$ cat src/rtl/serial_addsub_if.sv
// rtl/serial_addsub_if.sv - operand/result bundle for serial_addsub (acc member present with SERIAL_ADDSUB_ACC_EN)
interface serial_addsub_if #(
  parameter int WIDTH = 32
);
  logic             start;
  logic [WIDTH-1:0] a;
  logic [WIDTH-1:0] b;
  logic             sub;
`ifdef SERIAL_ADDSUB_ACC_EN
  logic             acc;
`endif
  logic             ready;
  logic             busy;
  logic             done;
  logic [WIDTH-1:0] sum;
  logic             cout;
  logic             ovf;

`ifdef SERIAL_ADDSUB_ACC_EN
  modport master (
    output start, a, b, sub, acc,
    input  ready, busy, done, sum, cout, ovf
  );

  modport slave (
    input  start, a, b, sub, acc,
    output ready, busy, done, sum, cout, ovf
  );
`else
  modport master (
    output start, a, b, sub,
    input  ready, busy, done, sum, cout, ovf
  );

  modport slave (
    input  start, a, b, sub,
    output ready, busy, done, sum, cout, ovf
  );
`endif
endinterface

$ cat src/rtl/serial_addsub.sv
// rtl/serial_addsub.sv - digit-serial adder/subtractor; SERIAL_ADDSUB_ACC_EN adds accumulate-from-sum mode
module serial_addsub #(
  parameter int WIDTH = 32,
  parameter int DIGIT = 1
) (
  input  logic           clk,
  input  logic           rst_n,
  serial_addsub_if.slave bus
);

  localparam int STEPS = WIDTH / DIGIT;
  localparam int CNT_W = (STEPS > 1) ? $clog2(STEPS) : 1;

  typedef enum logic {
    IDLE = 1'b0,
    RUN  = 1'b1
  } state_t;

  state_t             state_q, state_d;
  logic [CNT_W-1:0]   cnt_q, cnt_d;
  logic [WIDTH-1:0]   a_q, a_d;
  logic [WIDTH-1:0]   b_q, b_d;
  logic               carry_q, carry_d;
  logic [WIDTH-1:0]   sum_q, sum_d;
  logic               cout_q, cout_d;
  logic               ovf_q, ovf_d;
  logic               done_q, done_d;

  logic [DIGIT:0]     digit_sum;
  logic [WIDTH-1:0]   sum_shift;
  logic [WIDTH-1:0]   a_src;
  logic               last_step;

  // One DIGIT-wide ripple slice over the low digits of the operand registers.
  assign digit_sum = {1'b0, a_q[DIGIT-1:0]} + {1'b0, b_q[DIGIT-1:0]}
                   + {{DIGIT{1'b0}}, carry_q};

  // New result digit enters at the top, so after STEPS shifts the LSB digit
  // has travelled all the way down to bit 0.
  generate
    if (DIGIT == WIDTH) begin : g_full_digit
      assign sum_shift = digit_sum[DIGIT-1:0];
    end else begin : g_part_digit
      assign sum_shift = {digit_sum[DIGIT-1:0], sum_q[WIDTH-1:DIGIT]};
    end
  endgenerate

`ifdef SERIAL_ADDSUB_ACC_EN
  assign a_src = bus.acc ? sum_q : bus.a;
`else
  assign a_src = bus.a;
`endif

  assign last_step = (cnt_q == CNT_W'(STEPS - 1));

  // State register and datapath registers, synchronous active-low reset.
  always_ff @(posedge clk) begin
    if (!rst_n) begin
      state_q <= IDLE;
      cnt_q   <= '0;
      a_q     <= '0;
      b_q     <= '0;
      carry_q <= 1'b0;
      sum_q   <= '0;
      cout_q  <= 1'b0;
      ovf_q   <= 1'b0;
      done_q  <= 1'b0;
    end else begin
      state_q <= state_d;
      cnt_q   <= cnt_d;
      a_q     <= a_d;
      b_q     <= b_d;
      carry_q <= carry_d;
      sum_q   <= sum_d;
      cout_q  <= cout_d;
      ovf_q   <= ovf_d;
      done_q  <= done_d;
    end
  end

  // Next-state: accept in IDLE, one digit per cycle in RUN, flags on the last digit.
  always_comb begin
    state_d = state_q;
    cnt_d   = cnt_q;
    a_d     = a_q;
    b_d     = b_q;
    carry_d = carry_q;
    sum_d   = sum_q;
    cout_d  = cout_q;
    ovf_d   = ovf_q;
    done_d  = 1'b0;

    case (state_q)
      IDLE: begin
        if (bus.start) begin
          state_d = RUN;
          a_d     = a_src;
          // Subtraction as a + ~b + 1: the +1 rides in on the initial carry.
          b_d     = bus.sub ? ~bus.b : bus.b;
          carry_d = bus.sub;
          cnt_d   = '0;
        end
      end
      RUN: begin
        sum_d   = sum_shift;
        a_d     = a_q >> DIGIT;
        b_d     = b_q >> DIGIT;
        carry_d = digit_sum[DIGIT];
        cnt_d   = cnt_q + CNT_W'(1);
        if (last_step) begin
          state_d = IDLE;
          cnt_d   = '0;
          done_d  = 1'b1;
          cout_d  = digit_sum[DIGIT];
          // Operand MSBs are the top bits of the last digit still in the registers.
          ovf_d   = (a_q[DIGIT-1] == b_q[DIGIT-1])
                 && (digit_sum[DIGIT-1] != a_q[DIGIT-1]);
        end
      end
      default: begin
        state_d = IDLE;
      end
    endcase
  end

  assign bus.ready = (state_q == IDLE);
  assign bus.busy  = (state_q == RUN);
  assign bus.done  = done_q;
  assign bus.sum   = sum_q;
  assign bus.cout  = cout_q;
  assign bus.ovf   = ovf_q;

endmodule

$ cat src/flat_wrapper.sv
// flat-port wrapper written by rule: the top's interface ports become plain ports
module serial_addsub_flat 
#(
  parameter int WIDTH = 32,
  parameter int DIGIT = 1
)
  (clk, rst_n, bus_start, bus_a, bus_b, bus_sub, bus_ready, bus_busy, bus_done, bus_sum, bus_cout, bus_ovf);
  serial_addsub_if #(.WIDTH(WIDTH)) bus_i ();
  input  logic clk;
  input  logic rst_n;
  input wire logic [$bits(bus_i.start)-1:0] bus_start;
  input wire logic [$bits(bus_i.a)-1:0] bus_a;
  input wire logic [$bits(bus_i.b)-1:0] bus_b;
  input wire logic [$bits(bus_i.sub)-1:0] bus_sub;
  output wire logic [$bits(bus_i.ready)-1:0] bus_ready;
  output wire logic [$bits(bus_i.busy)-1:0] bus_busy;
  output wire logic [$bits(bus_i.done)-1:0] bus_done;
  output wire logic [$bits(bus_i.sum)-1:0] bus_sum;
  output wire logic [$bits(bus_i.cout)-1:0] bus_cout;
  output wire logic [$bits(bus_i.ovf)-1:0] bus_ovf;
  assign bus_i.start = bus_start;
  assign bus_i.a = bus_a;
  assign bus_i.b = bus_b;
  assign bus_i.sub = bus_sub;
  assign bus_ready = bus_i.ready;
  assign bus_busy = bus_i.busy;
  assign bus_done = bus_i.done;
  assign bus_sum = bus_i.sum;
  assign bus_cout = bus_i.cout;
  assign bus_ovf = bus_i.ovf;
  serial_addsub #(.WIDTH(WIDTH), .DIGIT(DIGIT)) u_core (.clk(clk), .rst_n(rst_n), .bus(bus_i));
endmodule
$ cat config.mk
export PLATFORM = sky130hd
export DESIGN_NAME = serial_addsub_flat
export DESIGN_NICKNAME = d
export VERILOG_FILES = /design/src/rtl/serial_addsub_if.sv /design/src/rtl/serial_addsub.sv /design/src/flat_wrapper.sv
export SDC_FILE = /design/constraint.sdc
export NUM_CORES = 1
export LEC_CHECK = 0
export BUFFER_PORTS_ARGS = -buffer_cell sky130_fd_sc_hd__buf_2
export CAP_MARGIN = 20
export CELL_PAD_IN_SITES_DETAIL_PLACEMENT = 0
export CELL_PAD_IN_SITES_GLOBAL_PLACEMENT = 1
export CORE_UTILIZATION = 46
export DETAILED_ROUTE_END_ITERATION = 6
export PLACE_DENSITY = 0.89
export REMOVE_ABC_BUFFERS = 1
export SLEW_MARGIN = 20
export SYNTH_ARGS = -nofsm -noshare
export SYNTH_HDL_FRONTEND = slang
export SYNTH_SLANG_ARGS = --single-unit
$ cat constraint.sdc
create_clock -name clk -period 2.8 [get_ports clk]
set_clock_uncertainty 0.05 [all_clocks]
set_input_delay 0.28 -clock clk [delete_from_list [all_inputs] [get_ports clk]]
set_output_delay 0.28 -clock clk [all_outputs]
set_load 0.05 [all_outputs]
[Yosys cells after proc, flatten, opt, wreduce, memory -nomap -nowiden]
Cells that the tools add are included.
Word-level totals
  register bits after elaboration: 106
  input bits: 68
  logic and storage cells: 35
  output and inout bits: 37
Operators by class
  multiplexer cells: 14
  add/sub/neg operators: 3
  bitwise logic cells: 2
  equality and inequality tests: 4
  reduce and logical (&&, ||, !) cells: 3
Operators by type and width (count)
  case mux 32 bit (2 select lines): 2
  two-way mux 32 bit: 3
  inverter 32 bit: 1
  two-way mux 5 bit: 2
  case mux 5 bit (2 select lines): 1
  adder 5 x 1 -> 5 bit (second input constant): 1
  == test 5 bit (second input constant): 1
  two-way mux 1 bit: 4
  case mux 1 bit (2 select lines): 2
  AND reduction 2 bit: 2
  adder 1 x 1 -> 2 bit: 1
  adder 2 x 1 -> 2 bit: 1
  != test 2 bit (second input constant): 1
  == test 1 bit: 1
  logical AND 1 bit: 1
  != test 1 bit: 1
  inverter 1 bit: 1

[Longest topological paths before layout]
Gate-level depths: netlist of the first run.
  depth in word-level cells: 4
  mapped depth: 6
  depth with buffers taken out: 6

[Least setup slack after synthesis of the first run]
OpenSTA, ideal clock, no wires.
  path type: flip-flop to output port
  start: reg u_core.state_q (netlist: u_core.bus.busy)
  end: out bus_ready
  path buffers: 3
  path slack: 1161 ps
  cell stages (with the launch flop): 5
  required time: 2470 ps
  arrival: 1309 ps
  cell sequence: dfxtp_1 > buf_2 > inv_1 > buf_4 > buf_2
Between the ends
  cells in the longest elaborated chain, start to end: 1
RTL lines
  start, declared: line serial_addsub.sv:19  | state_t state_q, state_d;
  start signal, assigned: line serial_addsub.sv:69  | state_q <= state_d;
  inverter 1 bit: line serial_addsub.sv:126  | assign bus.ready = (state_q == IDLE);
  end, declared: line flat_wrapper.sv:15  | output wire logic [$bits(bus_i.ready)-1:0] bus_ready;
No other way between the ends.

[Worst setup path after layout of the first run]
  start: reg u_core.state_q (netlist: u_core.bus.busy)
  end: out bus_busy
RTL lines
  end, declared: line flat_wrapper.sv:16  | output wire logic [$bits(bus_i.busy)-1:0] bus_busy;
No word-level cell between the ends.

==> impl_metrics.py, run 1 <==
metrics = {
    "route": {
        "viasPerCell": 5.19,
        "dr.pass1.iters": 6,
        "drt_wl_total_mm": 9.51,
        "drc_errors": 1,
        "ant_nets": 0,
        "via_count": 3641,
        "drtIter0Drc": 121,
        "drt-wirelength-per-cell_um": 13.5,
    },
    "placement": {
        "post-place-ws_ns": 0.990,
        "numPortBuffers": 104,
        "placed_cells": 686,
        "dp_hpwl_mm": 6.38,
        "placed_area_um2": 5560,
        "gp_congestion": 0.710,
    },
    "clock_tree": {
        "tritoncts": "yes",
        "cts_max_level": 3,
        "clk_latency_ns": 0.36,
        "cts.clk_slew.worst_paths_ns": 0.10,
        "post_cts_buffers": 0,
        "post_cts_resize_count": 0,
        "cts_inserted_buffers": 9,
        "cts_hold_buffers": 0,
        "cts_root_buffer": "clkbuf_8",
        "clkSinkCount": 106,
        "cts_max_path_buffers": 2,
    },
    "pwr": {
        "pwr-share-seq": 0.549,
        "p_int_mw": 2.18,
        "p_comb_frac": 0.166,
        "total_power_mw": 3.03,
        "p_clk_frac": 0.285,
        "p_sw_frac": 0.281,
        "p_per_area_nw_per_um2": 529,
        "leakage_nw": 2.67,
        "power_switching_uw": 853,
        "irDropWorstVdd_v": 0.000268,
    },
    "die": {
        "core-area_um2": 10800,
        "dieArea_um2": 11500,
        "pin_count": 105,
        "die_y_um": 107,
        "rows": 38,
        "die_w_um": 107,
        "start_util": 0.470,
    },
    "setup_path": {
        "crit_path_start_kind": "flip-flop",
        "critPathArrivalTime_ns": 1.64,
        "path_class": "reg -> out",
        "cp_cell_sequence": "buf_4, buf_2",
        "cp_data_required_time_ns": 2.47,
        "cpMaxStageDelayCell": "dfxtp_4",
        "endpoint_kind": "output port",
        "max_stage_delay_ns": 0.54,
        "worst_path_dominant_cell_family": "buffers and inverters",
        "critPathMaxFanout": 30,
        "timing.critical_path.buf_inv": 2,
    },
    "synth": {
        "yosysTopAreaCellShare": 0.416,
        "synth_fa_ha_area_frac": 0.0113,
        "syn_area_um2": 5100,
        "avgSynthCellArea_um2": 10.6,
        "synth-xor-area-share": 0.0567,
        "synth-compound-area-share": 0.200,
        "synthMuxAreaShare": 0.128,
        "synth_cells": 483,
        "yosys.area.top_type": "dfxtp_1",
        "synth.yosys.seq_area_share": 0.416,
        "ys_ff_latch": 106,
        "synth_simple_gate_area_frac": 0.122,
        "synthTopCellsByArea": "dfxtp_1, mux2i_1, a211oi_2, o211a_1, xnor2_1",
        "yosysWarnings": 0,
        "synth_cell_types": 35,
        "synth_top_family_by_area": "compound AO/OA/AOI/OAI gates",
    },
    "sta": {
        "worst_pin_slew_ns": 0.869,
        "period_minus_slack_ns": 1.97,
        "hold_viol_final": 0,
        "setup_viol": 0,
        "finalWorstSetupSlack_ns": 0.832,
        "setup_tns_ns": 0,
        "slew_headroom": 0.421,
        "max_freq_ghz": 0.508,
        "fin_crit_sh": 0.703,
        "holdWs_ns": 0.109,
        "rsz0062_at_grt": "no",
        "finalMaxSlewViolations": 0,
    },
    "cells_and_area": {
        "most-common-layout-cells": "dfxtp_1, buf_2, mux2i_1",
        "drive_gt1_frac": 0.285,
        "num_antenna_cells": 0,
        "fin_nets": 629,
        "design_area_um2": 5730,
        "final_common_cell": "dfxtp_1",
        "final_util": 0.529,
        "final_cells": 702,
        "area.growth.synth_to_final_pct": 12.5,
        "n_fill_cell": 1029,
    },
    "run_status": {
        "status": "finished, violations left",
        "violations": "DRC",
    },
    "job": {
        "maxCapViolations": 0,
    },
    "global_route": {
        "grt_remaining_overflow": 0,
        "grt_pass1_wl_mm": 15.6,
        "grt_start_max_net_pins": 78,
        "antenna_found_initial": 0,
        "grt_pass1_vias": 3472,
        "track_usage": 0.168,
    },
    "hold_path": {
        "hold_class": "in -> reg",
    },
}
==> state kept, by name (all words and copies together) (netlist names) <==
register	count
u_core.bus.busy	1
u_core.bus.done	1
u_core.b_q	32
u_core.bus.cout	1
u_core.bus.ovf	1
u_core.carry_q	1
u_core.a_q	32
u_core.cnt_q	5
u_core.bus.sum	32
==> cells by family after synthesis <==
group	count (synthesis)
flops	106
xor+xnor	33
buf+inv	49
mux	65
fa+ha+maj	4
simple gates	123
compound gates	103
==> metal layers <==
layer / GRT usage / wire length [µm] / part of all wire
met1: 0.204 / 4460 / 0.47
met2: 0.294 / 4420 / 0.47
met3: 0.0400 / 529 / 0.056
met4: 0.0548 / 93 / 0.0098
met5: 0 / 0 / 0
==> cells in the mapped netlist, drive strengths merged <==
cell type	number
a211o	1
a211oi	32
a21boi	1
a21oi	4
a31o	31
and2	1
and3	3
and3b	1
buf	37
clkbuf	11
dfxtp	106
fa	1
ha	3
inv	1
mux2i	65
nand2	34
nand2b	2
nand3	1
nand4b	1
nor2	35
nor2b	35
nor3	2
nor3b	6
nor4b	1
nor4bb	1
o211a	32
o21a	1
o21ai	1
xnor2	33
==> tightest hold or removal path, stage by stage <==
cell	delay, ns
buf_2	0.07
mux2i_1	0.05
nor2_1	0.07
==> area by class of cell <==
type,count,area (µm²),area share
multi-input cells,328,2640,0.460
flip-flops and latches,106,2130,0.371
repair buffers,111,613,0.107
well taps,140,175,0.0306
clock buffers,10,128,0.0223
clock inverters,6,50.0,0.00873
inverters,1,3.75,0.000655
==> power groups by stage <==
stage	logic (mW)	registers (mW)	clock network, mW
after global placement	0.489	1.69	0
after detailed placement	0.507	1.70	0
final	0.503	1.66	0.865
after floorplan	0.309	1.71	0
after CTS	0.510	1.66	0.906
after global routing	0.556	1.68	0.958
==> path summary, 6_finish.rpt <==
check | startpoint | slack (ns) | cells after the start | to
setup / recovery | u_core.bus.busy | 0.83 | 2 | bus_busy
hold reg to reg | u_core.a_q[15] | 0.44 | 1 | u_core.a_q[14]
setup reg to reg | u_core.bus.busy | 1.20 | 3 | u_core.b_q[2]
hold / removal | bus_a[31] | 0.11 | 3 | u_core.a_q[31]
Note: power is estimated with default switching activity, not from simulation.
==> run 2, diff against run 1 <==
CORE_UTILIZATION = 42   (was 46)
PLACE_DENSITY = 0.83   (was 0.89)
clock period = 2 ns   (was 2.8 ns; I/O delays follow)
==> impl_metrics.py, run 2 (same netlist as run 1, synthesis figures left out) <==
metrics = {
    "die": {
        "die_w_um": 112,
        "start_util": 0.439,
        "die_y_um": 112,
        "dieArea_um2": 12600,
        "core-area_um2": 11600,
        "rows": 39,
        "pin_count": 105,
    },
    "cells_and_area": {
        "design_area_um2": 5880,
        "n_fill_cell": 1069,
        "num_antenna_cells": 0,
        "area.growth.synth_to_final_pct": 15.3,
        "final_common_cell": "dfxtp_1",
        "drive_gt1_frac": 0.279,
        "most-common-layout-cells": "dfxtp_1, buf_2, mux2i_1",
        "fin_nets": 629,
    },
    "sta": {
        "fin_crit_sh": 0.881,
        "slew_headroom": 0.640,
        "period_minus_slack_ns": 1.76,
        "max_freq_ghz": 0.568,
        "setup_viol": 0,
        "finalMaxSlewViolations": 0,
        "setup_tns_ns": 0,
        "rsz0062_at_grt": "no",
        "hold_viol_final": 0,
        "worst_pin_slew_ns": 0.540,
    },
    "clock_tree": {
        "cts_inserted_buffers": 9,
        "clk_latency_ns": 0.34,
        "cts.clk_slew.worst_paths_ns": 0.07,
        "clkSinkCount": 106,
        "cts_max_path_buffers": 2,
        "cts_root_buffer": "clkbuf_16",
        "post_cts_buffers": 0,
        "post_cts_resize_count": 0,
        "cts_hold_buffers": 0,
        "cts_max_level": 3,
        "tritoncts": "yes",
    },
    "global_route": {
        "grt_pass1_vias": 3488,
        "grt_start_max_net_pins": 88,
        "track_usage": 0.159,
        "antenna_found_initial": 0,
        "grt_pass1_wl_mm": 16.3,
        "grt_remaining_overflow": 0,
    },
    "placement": {
        "dp_hpwl_mm": 6.29,
        "placed_area_um2": 5600,
        "gp_congestion": 0.711,
        "numPortBuffers": 104,
    },
    "setup_path": {
        "endpoint_kind": "output port",
        "critPathArrivalTime_ns": 1.51,
        "path_class": "reg -> out",
        "crit_path_start_kind": "flip-flop",
        "critPathMaxFanout": 64,
        "ff2ff_path_depth": 4,
        "r2r-end": "u_core.bus.ovf",
        "r2r_start": "u_core.carry_q",
        "cp_data_required_time_ns": 1.75,
        "r2r_slack_ns": 0.49,
    },
    "pwr": {
        "irDropWorstVdd_v": 0.000524,
        "leakage_nw": 2.73,
        "total_power_mw": 4.73,
        "p_per_area_nw_per_um2": 805,
    },
    "route": {
        "dr.pass1.iters": 6,
        "drtIter0Drc": 166,
        "via_count": 3591,
        "viasPerCell": 5.09,
        "drc_errors": 8,
        "ant_nets": 0,
        "drt_wl_total_mm": 9.63,
        "drt-wirelength-per-cell_um": 13.7,
    },
    "run_status": {
        "status": "finished, violations left",
        "violations": "DRC",
    },
    "hold_path": {
        "whs_endpoint": "u_core.a_q[31]",
        "min_path_cells": 3,
        "worstHoldStart": "bus_a[31]",
        "hold_class": "in -> reg",
    },
    "job": {
        "maxCapViolations": 0,
    },
}
-- run 2: metrics by stage --
step	hold WS [ns]	utilization	setup WS (ns)	cells
floorplan	0.246	-	-3.00	435
global placement	0.411	0.482	0.544	689
detailed placement	0.396	0.482	0.476	689
CTS	0.0468	0.506	0.236	705
global route	0.0748	0.506	0.177	705
finish	0.0566	0.506	0.239	705
-- run 2: area by class of cell --
class	instances	area, µm²	share of cell area
multi-input cells	328	2640	0.449
flip-flops and latches	106	2130	0.362
repair buffers	111	651	0.111
clock buffers	13	240	0.0409
well taps	143	179	0.0304
clock inverters	3	40.0	0.00681
inverters	1	3.75	0.000639
-- run 2: critical path, stage by stage, from the launching register on --
cell and delay [ns]:
dfxtp_4 0.46, buf_12 0.34, buf_2 0.34
-- run 2: worst max path at each step --
stage,startpoint,to
2_1_floorplan,u_core.bus.busy,u_core.cnt_q[3]
3_3_place_gp,u_core.cnt_q[0],u_core.cnt_q[3]
3_5_place_dp,u_core.carry_q,u_core.bus.ovf
4_1_cts,u_core.bus.busy,bus_busy
5_1_grt,u_core.bus.busy,bus_busy
6_report,u_core.bus.busy,bus_busy
-- run 2: report_power, final --
part | switching, mW | internal [mW] | total [mW]
Sequential | 0.0804 | 2.24 | 2.32
Clock | 0.723 | 0.969 | 1.69
Combinational | 0.367 | 0.346 | 0.713
-- run 2: per-layer routing --
metal,track usage,part of all wire,vias to the layer above
met5,0,0,-
met4,0.0640,0.013,0
met3,0.0416,0.065,10
met2,0.258,0.45,82
met1,0.201,0.47,1648
li1,-,-,1851
